[config.mk]
export PLATFORM = sky130hd
export DESIGN_NAME = data_cache_flat
export DESIGN_NICKNAME = d
export VERILOG_FILES = /design/src/rtl/data_cache_pkg.sv /design/src/rtl/data_cache_if.sv /design/src/rtl/data_cache_line_store.sv /design/src/rtl/data_cache.sv /design/src/flat_wrapper.sv
export SDC_FILE = /design/constraint.sdc
export NUM_CORES = 1
export LEC_CHECK = 0
export CAP_MARGIN = 20
export CORE_MARGIN = 4
export CORE_UTILIZATION = 25
export CTS_CLUSTER_SIZE = 28
export DETAILED_ROUTE_END_ITERATION = 7
export SYNTH_ARGS = -nofsm -noshare
export SYNTH_HDL_FRONTEND = slang
export SYNTH_HIERARCHICAL = 1
export SYNTH_SLANG_ARGS = --single-unit
[constraint.sdc]
create_clock -name clk -period 25.1 [get_ports clk]
set_clock_uncertainty 0.2 [all_clocks]
set_input_delay 7.53 -clock clk [delete_from_list [all_inputs] [get_ports clk]]
set_output_delay 7.53 -clock clk [all_outputs]
set_load 0.05 [all_outputs]
[src/rtl/data_cache_pkg.sv]
// Shared definitions for the data cache: FSM state encoding and default counter width.
package data_cache_pkg;

  typedef enum logic [1:0] {
    ST_IDLE    = 2'd0,
    ST_RD_MISS = 2'd1,
    ST_WR_THRU = 2'd2,
    ST_DONE    = 2'd3
  } state_t;

  localparam int unsigned CNT_W_DEF = 16;

endpackage

[src/rtl/data_cache_if.sv]
// CPU-side request bus and backing-memory bus of the data cache.
interface data_cache_if #(
  parameter int unsigned ADDR_W = 32,
  parameter int unsigned DATA_W = 16
);
  logic              cpu_rd;
  logic              cpu_wr;
  logic [ADDR_W-1:0] cpu_addr;
  logic [DATA_W-1:0] cpu_wdata;
  logic [DATA_W-1:0] cpu_rdata;
  logic              cpu_stall;
  logic              mem_rd;
  logic              mem_wr;
  logic [ADDR_W-1:0] mem_addr;
  logic [DATA_W-1:0] mem_wdata;
  logic [DATA_W-1:0] mem_rdata;
  logic              mem_ack;

  // Cache side
  modport slave (
    input  cpu_rd, cpu_wr, cpu_addr, cpu_wdata, mem_rdata, mem_ack,
    output cpu_rdata, cpu_stall, mem_rd, mem_wr, mem_addr, mem_wdata
  );

  // CPU / backing-memory side
  modport master (
    output cpu_rd, cpu_wr, cpu_addr, cpu_wdata, mem_rdata, mem_ack,
    input  cpu_rdata, cpu_stall, mem_rd, mem_wr, mem_addr, mem_wdata
  );
endinterface

[src/rtl/data_cache_line_store.sv]
// Direct-mapped line store: valid/tag/data arrays, combinational lookup, single write port.
module data_cache_line_store #(
  parameter int unsigned ADDR_W = 32,
  parameter int unsigned DATA_W = 16,
  parameter int unsigned LINES  = 16
) (
  input  logic              clk,
  input  logic              rst,
  input  logic [ADDR_W-1:0] i_lk_addr,
  output logic              o_hit,
  output logic [DATA_W-1:0] o_rdata,
  input  logic              i_we,
  input  logic [ADDR_W-1:0] i_wr_addr,
  input  logic [DATA_W-1:0] i_wdata
);
  localparam int unsigned IDX_W = $clog2(LINES);
  localparam int unsigned TAG_W = ADDR_W - IDX_W;

  logic [LINES-1:0]  r_valid;
  logic [TAG_W-1:0]  r_tag  [LINES];
  logic [DATA_W-1:0] r_data [LINES];

  logic [IDX_W-1:0] w_lk_idx;
  logic [TAG_W-1:0] w_lk_tag;
  logic [IDX_W-1:0] w_wr_idx;
  logic [TAG_W-1:0] w_wr_tag;

  assign w_lk_idx = i_lk_addr[IDX_W-1:0];
  assign w_lk_tag = i_lk_addr[ADDR_W-1:IDX_W];
  assign w_wr_idx = i_wr_addr[IDX_W-1:0];
  assign w_wr_tag = i_wr_addr[ADDR_W-1:IDX_W];

  always_ff @(posedge clk or posedge rst) begin
    if (rst) begin
      r_valid <= '0;
    end else if (i_we) begin
      r_valid[w_wr_idx] <= 1'b1;
    end
  end

  // A write hit rewrites the same tag, so fills and write hits share one port.
  always_ff @(posedge clk) begin
    if (i_we) begin
      r_tag[w_wr_idx]  <= w_wr_tag;
      r_data[w_wr_idx] <= i_wdata;
    end
  end

  assign o_hit   = r_valid[w_lk_idx] && (r_tag[w_lk_idx] == w_lk_tag);
  assign o_rdata = r_data[w_lk_idx];

endmodule

[src/rtl/data_cache.sv]
// Direct-mapped, write-through, no-write-allocate data cache with saturating read hit/miss counters.
module data_cache
  import data_cache_pkg::*;
#(
  parameter int unsigned ADDR_W = 32,
  parameter int unsigned DATA_W = 16,
  parameter int unsigned LINES  = 16,
  parameter int unsigned CNT_W  = CNT_W_DEF
) (
  input  logic             clk,
  input  logic             rst,
  data_cache_if.slave      bus,
  output logic [CNT_W-1:0] hit_cnt,
  output logic [CNT_W-1:0] miss_cnt
);
  state_t r_state, w_next;

  logic              r_mem_rd, r_mem_wr;
  logic [ADDR_W-1:0] r_mem_addr;
  logic [DATA_W-1:0] r_mem_wdata;
  logic [DATA_W-1:0] r_rd_buf;
  logic              r_is_rd;
  logic [CNT_W-1:0]  r_hit_cnt, r_miss_cnt;

  logic              w_hit;
  logic [DATA_W-1:0] w_line_data;
  logic              w_we;
  logic [ADDR_W-1:0] w_wr_addr;
  logic [DATA_W-1:0] w_wdata;
  logic              w_stall;
  logic [DATA_W-1:0] w_rdata;
  logic              w_rd_hit;
  logic              w_rd_miss;

  data_cache_line_store #(
    .ADDR_W (ADDR_W),
    .DATA_W (DATA_W),
    .LINES  (LINES)
  ) u_store (
    .clk       (clk),
    .rst       (rst),
    .i_lk_addr (bus.cpu_addr),
    .o_hit     (w_hit),
    .o_rdata   (w_line_data),
    .i_we      (w_we),
    .i_wr_addr (w_wr_addr),
    .i_wdata   (w_wdata)
  );

  assign w_rd_hit  = (r_state == ST_IDLE) && bus.cpu_rd && !bus.cpu_wr && w_hit;
  assign w_rd_miss = (r_state == ST_IDLE) && bus.cpu_rd && !bus.cpu_wr && !w_hit;

  always_comb begin
    w_next    = r_state;
    w_stall   = 1'b0;
    w_rdata   = '0;
    w_we      = 1'b0;
    w_wr_addr = bus.cpu_addr;
    w_wdata   = bus.cpu_wdata;
    case (r_state)
      ST_IDLE: begin
        if (bus.cpu_wr) begin
          w_stall = 1'b1;
          w_we    = w_hit;
          w_next  = ST_WR_THRU;
        end else if (bus.cpu_rd) begin
          if (w_hit) begin
            w_rdata = w_line_data;
          end else begin
            w_stall = 1'b1;
            w_next  = ST_RD_MISS;
          end
        end
      end
      ST_RD_MISS: begin
        w_stall = 1'b1;
        if (bus.mem_ack) begin
          w_we      = 1'b1;
          w_wr_addr = r_mem_addr;
          w_wdata   = bus.mem_rdata;
          w_next    = ST_DONE;
        end
      end
      ST_WR_THRU: begin
        w_stall = 1'b1;
        if (bus.mem_ack) w_next = ST_DONE;
      end
      ST_DONE: begin
        w_rdata = r_is_rd ? r_rd_buf : '0;
        w_next  = ST_IDLE;
      end
      default: w_next = ST_IDLE;
    endcase
  end

  always_ff @(posedge clk or posedge rst) begin
    if (rst) begin
      r_state     <= ST_IDLE;
      r_mem_rd    <= 1'b0;
      r_mem_wr    <= 1'b0;
      r_mem_addr  <= '0;
      r_mem_wdata <= '0;
      r_rd_buf    <= '0;
      r_is_rd     <= 1'b0;
      r_hit_cnt   <= '0;
      r_miss_cnt  <= '0;
    end else begin
      r_state  <= w_next;
      // Strobes follow the next state so they are registered and mutually exclusive.
      r_mem_rd <= (w_next == ST_RD_MISS);
      r_mem_wr <= (w_next == ST_WR_THRU);
      if ((r_state == ST_IDLE) && (bus.cpu_rd || bus.cpu_wr)) begin
        r_mem_addr <= bus.cpu_addr;
        r_is_rd    <= !bus.cpu_wr;
        if (bus.cpu_wr) r_mem_wdata <= bus.cpu_wdata;
      end
      if ((r_state == ST_RD_MISS) && bus.mem_ack) r_rd_buf <= bus.mem_rdata;
      if (w_rd_hit && (r_hit_cnt != '1))   r_hit_cnt  <= r_hit_cnt + 1'b1;
      if (w_rd_miss && (r_miss_cnt != '1)) r_miss_cnt <= r_miss_cnt + 1'b1;
    end
  end

  assign bus.cpu_stall = w_stall;
  assign bus.cpu_rdata = w_rdata;
  assign bus.mem_rd    = r_mem_rd;
  assign bus.mem_wr    = r_mem_wr;
  assign bus.mem_addr  = r_mem_addr;
  assign bus.mem_wdata = r_mem_wdata;
  assign hit_cnt       = r_hit_cnt;
  assign miss_cnt      = r_miss_cnt;

endmodule

[src/flat_wrapper.sv]
// flat-port wrapper written by rule: the top's interface ports become plain ports
module data_cache_flat import data_cache_pkg::*;
#(
  parameter int unsigned ADDR_W = 32,
  parameter int unsigned DATA_W = 16,
  parameter int unsigned LINES  = 16,
  parameter int unsigned CNT_W  = CNT_W_DEF
)
  (clk, rst, hit_cnt, miss_cnt, bus_cpu_rd, bus_cpu_wr, bus_cpu_addr, bus_cpu_wdata, bus_mem_rdata, bus_mem_ack, bus_cpu_rdata, bus_cpu_stall, bus_mem_rd, bus_mem_wr, bus_mem_addr, bus_mem_wdata);
  data_cache_if #(.ADDR_W(ADDR_W), .DATA_W(DATA_W)) bus_i ();
  input  logic clk;
  input  logic rst;
  output logic [CNT_W-1:0] hit_cnt;
  output logic [CNT_W-1:0] miss_cnt;
  input wire logic [$bits(bus_i.cpu_rd)-1:0] bus_cpu_rd;
  input wire logic [$bits(bus_i.cpu_wr)-1:0] bus_cpu_wr;
  input wire logic [$bits(bus_i.cpu_addr)-1:0] bus_cpu_addr;
  input wire logic [$bits(bus_i.cpu_wdata)-1:0] bus_cpu_wdata;
  input wire logic [$bits(bus_i.mem_rdata)-1:0] bus_mem_rdata;
  input wire logic [$bits(bus_i.mem_ack)-1:0] bus_mem_ack;
  output wire logic [$bits(bus_i.cpu_rdata)-1:0] bus_cpu_rdata;
  output wire logic [$bits(bus_i.cpu_stall)-1:0] bus_cpu_stall;
  output wire logic [$bits(bus_i.mem_rd)-1:0] bus_mem_rd;
  output wire logic [$bits(bus_i.mem_wr)-1:0] bus_mem_wr;
  output wire logic [$bits(bus_i.mem_addr)-1:0] bus_mem_addr;
  output wire logic [$bits(bus_i.mem_wdata)-1:0] bus_mem_wdata;
  assign bus_i.cpu_rd = bus_cpu_rd;
  assign bus_i.cpu_wr = bus_cpu_wr;
  assign bus_i.cpu_addr = bus_cpu_addr;
  assign bus_i.cpu_wdata = bus_cpu_wdata;
  assign bus_i.mem_rdata = bus_mem_rdata;
  assign bus_i.mem_ack = bus_mem_ack;
  assign bus_cpu_rdata = bus_i.cpu_rdata;
  assign bus_cpu_stall = bus_i.cpu_stall;
  assign bus_mem_rd = bus_i.mem_rd;
  assign bus_mem_wr = bus_i.mem_wr;
  assign bus_mem_addr = bus_i.mem_addr;
  assign bus_mem_wdata = bus_i.mem_wdata;
  data_cache #(.ADDR_W(ADDR_W), .DATA_W(DATA_W), .LINES(LINES), .CNT_W(CNT_W)) u_core (.clk(clk), .rst(rst), .bus(bus_i), .hit_cnt(hit_cnt), .miss_cnt(miss_cnt));
endmodule
==> flow_summary.json <==
{
  "outcome": "completed",
  "final_cells": 3752,
  "drv_slew": 0,
  "clk_latency_ns": 0.66,
  "clk_path_buf_depth": 3,
  "cp.required_ns": 17.37,
  "grt_pass1_wl_mm": 126,
  "final_util_pct": 30.1,
  "post-synth-top-count-cell": "edfxtp_1",
  "dieArea_um2": 138000,
  "areaGrowthSynthToFinish_pct": 19.7,
  "fin_nets": 2005,
  "netlist_area_um2": 33100,
  "numCtsBuffers": 84,
  "drt-pass1-iter-count": 5,
  "maxCapViolCount": 0,
  "regArea_um2": 24100,
  "core_area_um2": 131000,
  "first_iter_violations": 1789,
  "start_util_pct": 25.1,
  "min_path_type": "reg -> reg",
  "postSynthAreaPerCell_um2": 19.2,
  "avgViaCountPerCell": 4.64,
  "rows": 133,
  "ys_warn_count": 6,
  "hold_viol": 0,
  "max_freq_mhz": 47.2,
  "post_cts_buffers": 0,
  "dp_hpwl_mm": 50.1,
  "clockRootBuffer": "clkbuf_16",
  "cts_tree": "yes",
  "postCtsHoldBufs": 0,
  "fp.dieW_um": 372,
  "power_density_nw_per_um2": 91.9,
  "synthCells": 1724,
  "critical_path_class": "in -> out",
  "wl_per_cell_um": 23.2,
  "port-buffer-count": 167,
  "synth_top_area_share_pct": 63.9,
  "grt_max_degree": 77,
  "grt_pass1_vias": 17846,
  "slew_headroom_pct": 27.5,
  "ctsResizeCount": 0,
  "synth_flop_cell": "edfxtp_1",
  "ys_seq_area_share_pct": 72.8,
  "multi_input_area_um2": 8610,
  "fp.dieH_um": 372,
  "finalSetupViolCount": 0,
  "worstMarginPinSlew_ns": 1.08,
  "io_pins": 168,
  "final.setup.tns_ns": 0,
  "drc": 0,
  "netlist.top_cell.by_area": "edfxtp_1",
  "drtAntennaViolNets": 0,
  "ir_drop_mv": 0.0873,
  "vias": 17422,
  "post-place-cells": 3597,
  "antenna_found_initial": 1,
  "critical_path_arrival_ns": 13.44,
  "async_flop_share_pct": 14.3,
  "synthTopCellsByCount": "704 x edfxtp_1, 203 x nand2_1, 193 x mux4_2, 117 x dfrtp_1, 51 x mux2_2",
  "layout_worst_path_cycle_share_pct": 84.4,
  "htree_num_levels": 3,
  "rsz0062_at_grt": "false",
  "endpoint_kind": "output port",
  "cts.sinks": 821,
  "wirelength_mm": 87.1,
  "synth.net_count": 1800,
  "grt.overflow.total": 0,
  "cp-start-kind": "input port",
  "clk_pin_slew_ns": 0.06,
  "synth.top_cells.by_area": "edfxtp_1 64%, mux4_2 13%, dfrtp_1 8.9%",
  "grtUsageTotal_pct": 12.4,
  "synth_enable_flop_cells": 704,
  "fin_crit_ns": 21.17,
  "yosysUniqueCellTypes": 71,
  "nFillCells": 12778,
  "drive_gt1_share_pct": 22.5,
  "r2r_slack_ns": 19.35,
  "place_congestion": 0.792,
  "cp_max_fo": 47,
  "ys_ff_latch": 821,
  "leakagePower_nw": 13.2
}
[metrics by stage]
| stage | total power [mW] | hold WS (ns) | setup slack [ns] | cell area, um2 |
|---|---|---|---|---|
| 2_1_floorplan | 2.17 | 0.234 | 6.14 | 33100 |
| 3_3_place_gp | 2.42 | 0.246 | 3.93 | 36800 |
| 3_5_place_dp | 2.44 | 0.252 | 3.71 | 36800 |
| 4_1_cts | 3.67 | 0.267 | 3.73 | 39500 |
| 5_1_grt | 3.78 | 0.286 | 3.42 | 39600 |
| 6_report | 3.64 | 0.268 | 3.93 | 39600 |
[cell usage in the layout (no fill, tap or decap), types with 13 or more instances in the layout]
cell type,synthesis,final
xor2_1,32,32
edfxtp_1,704,704
clkinv_2,0,15
a21oi_1,14,14
a22oi_1,24,24
clkbuf_16,0,84
clkdlybuf4s50_1,0,163
clkbuf_1,21,16
dfrtp_1,117,117
mux2i_1,44,44
clkinv_1,0,18
inv_1,15,14
nand2_1,203,202
nor2_1,41,29
o21ai_0,14,14
mux4_2,193,193
xnor2_1,25,25
buf_4,16,30
or2_2,16,16
mux2_2,51,51
nand4_1,13,13
[where the power goes]
group	internal, mW	total (mW)	leakage, nW	switching, mW
Clock	0.690	1.22	1.31	0.533
Sequential	1.65	1.71	7.81	0.0559
Combinational	0.227	0.702	4.09	0.475
Total	2.57	3.64	13.2	1.06
[layer usage]
metal  up-vias  share of wire (%)  wire length, um  track usage, %
li1       7329                  -                -               -
met1      9263                 43            37900            17.4
met4         0                1.9             1620            2.69
met3       113                7.8             6840            2.91
met5         -                  0                0               0
met2       717                 47            40800            19.7
[critical path, cell delays in order]
cell,delay [ns]
buf_8,0.39
buf_4,0.78
mux4_2,0.61
a22o_1,0.25
a221oi_2,0.21
xnor2_1,0.10
nor4_1,0.43
nand4_1,0.34
nor4_2,0.33
buf_4,0.25
and4b_1,0.89
a22oi_1,0.22
nor2_1,0.18
clkdlybuf4s50_1,0.84
[registers in the layout, indices dropped and copies added, names as in the netlist]
register,count
u_core/hit_cnt,16
u_core/bus.mem_wdata,16
u_core/u_store/r_data,256
u_core/r_is_rd,1
u_core/miss_cnt,16
u_core/u_store/r_valid,16
u_core/u_store/r_tag,448
u_core/r_rd_buf,16
u_core/bus.mem_addr,32
u_core/bus.mem_rd,1
u_core/r_state,2
u_core/bus.mem_wr,1
[final cells by class]
cell class | count | share of cell area [%]
repair buffers | 197 | 4.85
inverters | 16 | 0.158
flip-flops and latches | 821 | 60.8
diodes | 2 | 0.0127
well taps | 1755 | 5.55
multi-input cells | 809 | 21.8
clock buffers | 102 | 5.53
clock inverters | 50 | 1.31
[cells by family after synthesis]
family | Yosys count | share of synthesized area (%)
compound gates | 95 | 2.06
xor+xnor | 57 | 1.51
fa+ha+maj | 7 | 0.265
buf+inv | 94 | 1.57
flops | 821 | 72.8
mux | 295 | 16.7
simple gates | 355 | 5.11
[path summary, 6_finish.rpt]
kind                                                   from                           to  depth (start not counted)
worst max-delay path                        bus_cpu_addr[0]            bus_cpu_rdata[14]                         14
worst min-delay path              u_core/u_store/r_valid[9]    u_core/u_store/r_valid[9]                          1
worst max register to register  u_core/u_store/r_tag[6][20]  u_core/u_store/r_tag[2][26]                         12
worst min register to register    u_core/u_store/r_valid[9]    u_core/u_store/r_valid[9]                          1
max in group asynchronous                               rst            u_core/r_state[0]                          3
min in group asynchronous                               rst   u_core/u_store/r_valid[11]                          2
(Power assumes the default switching activity.)
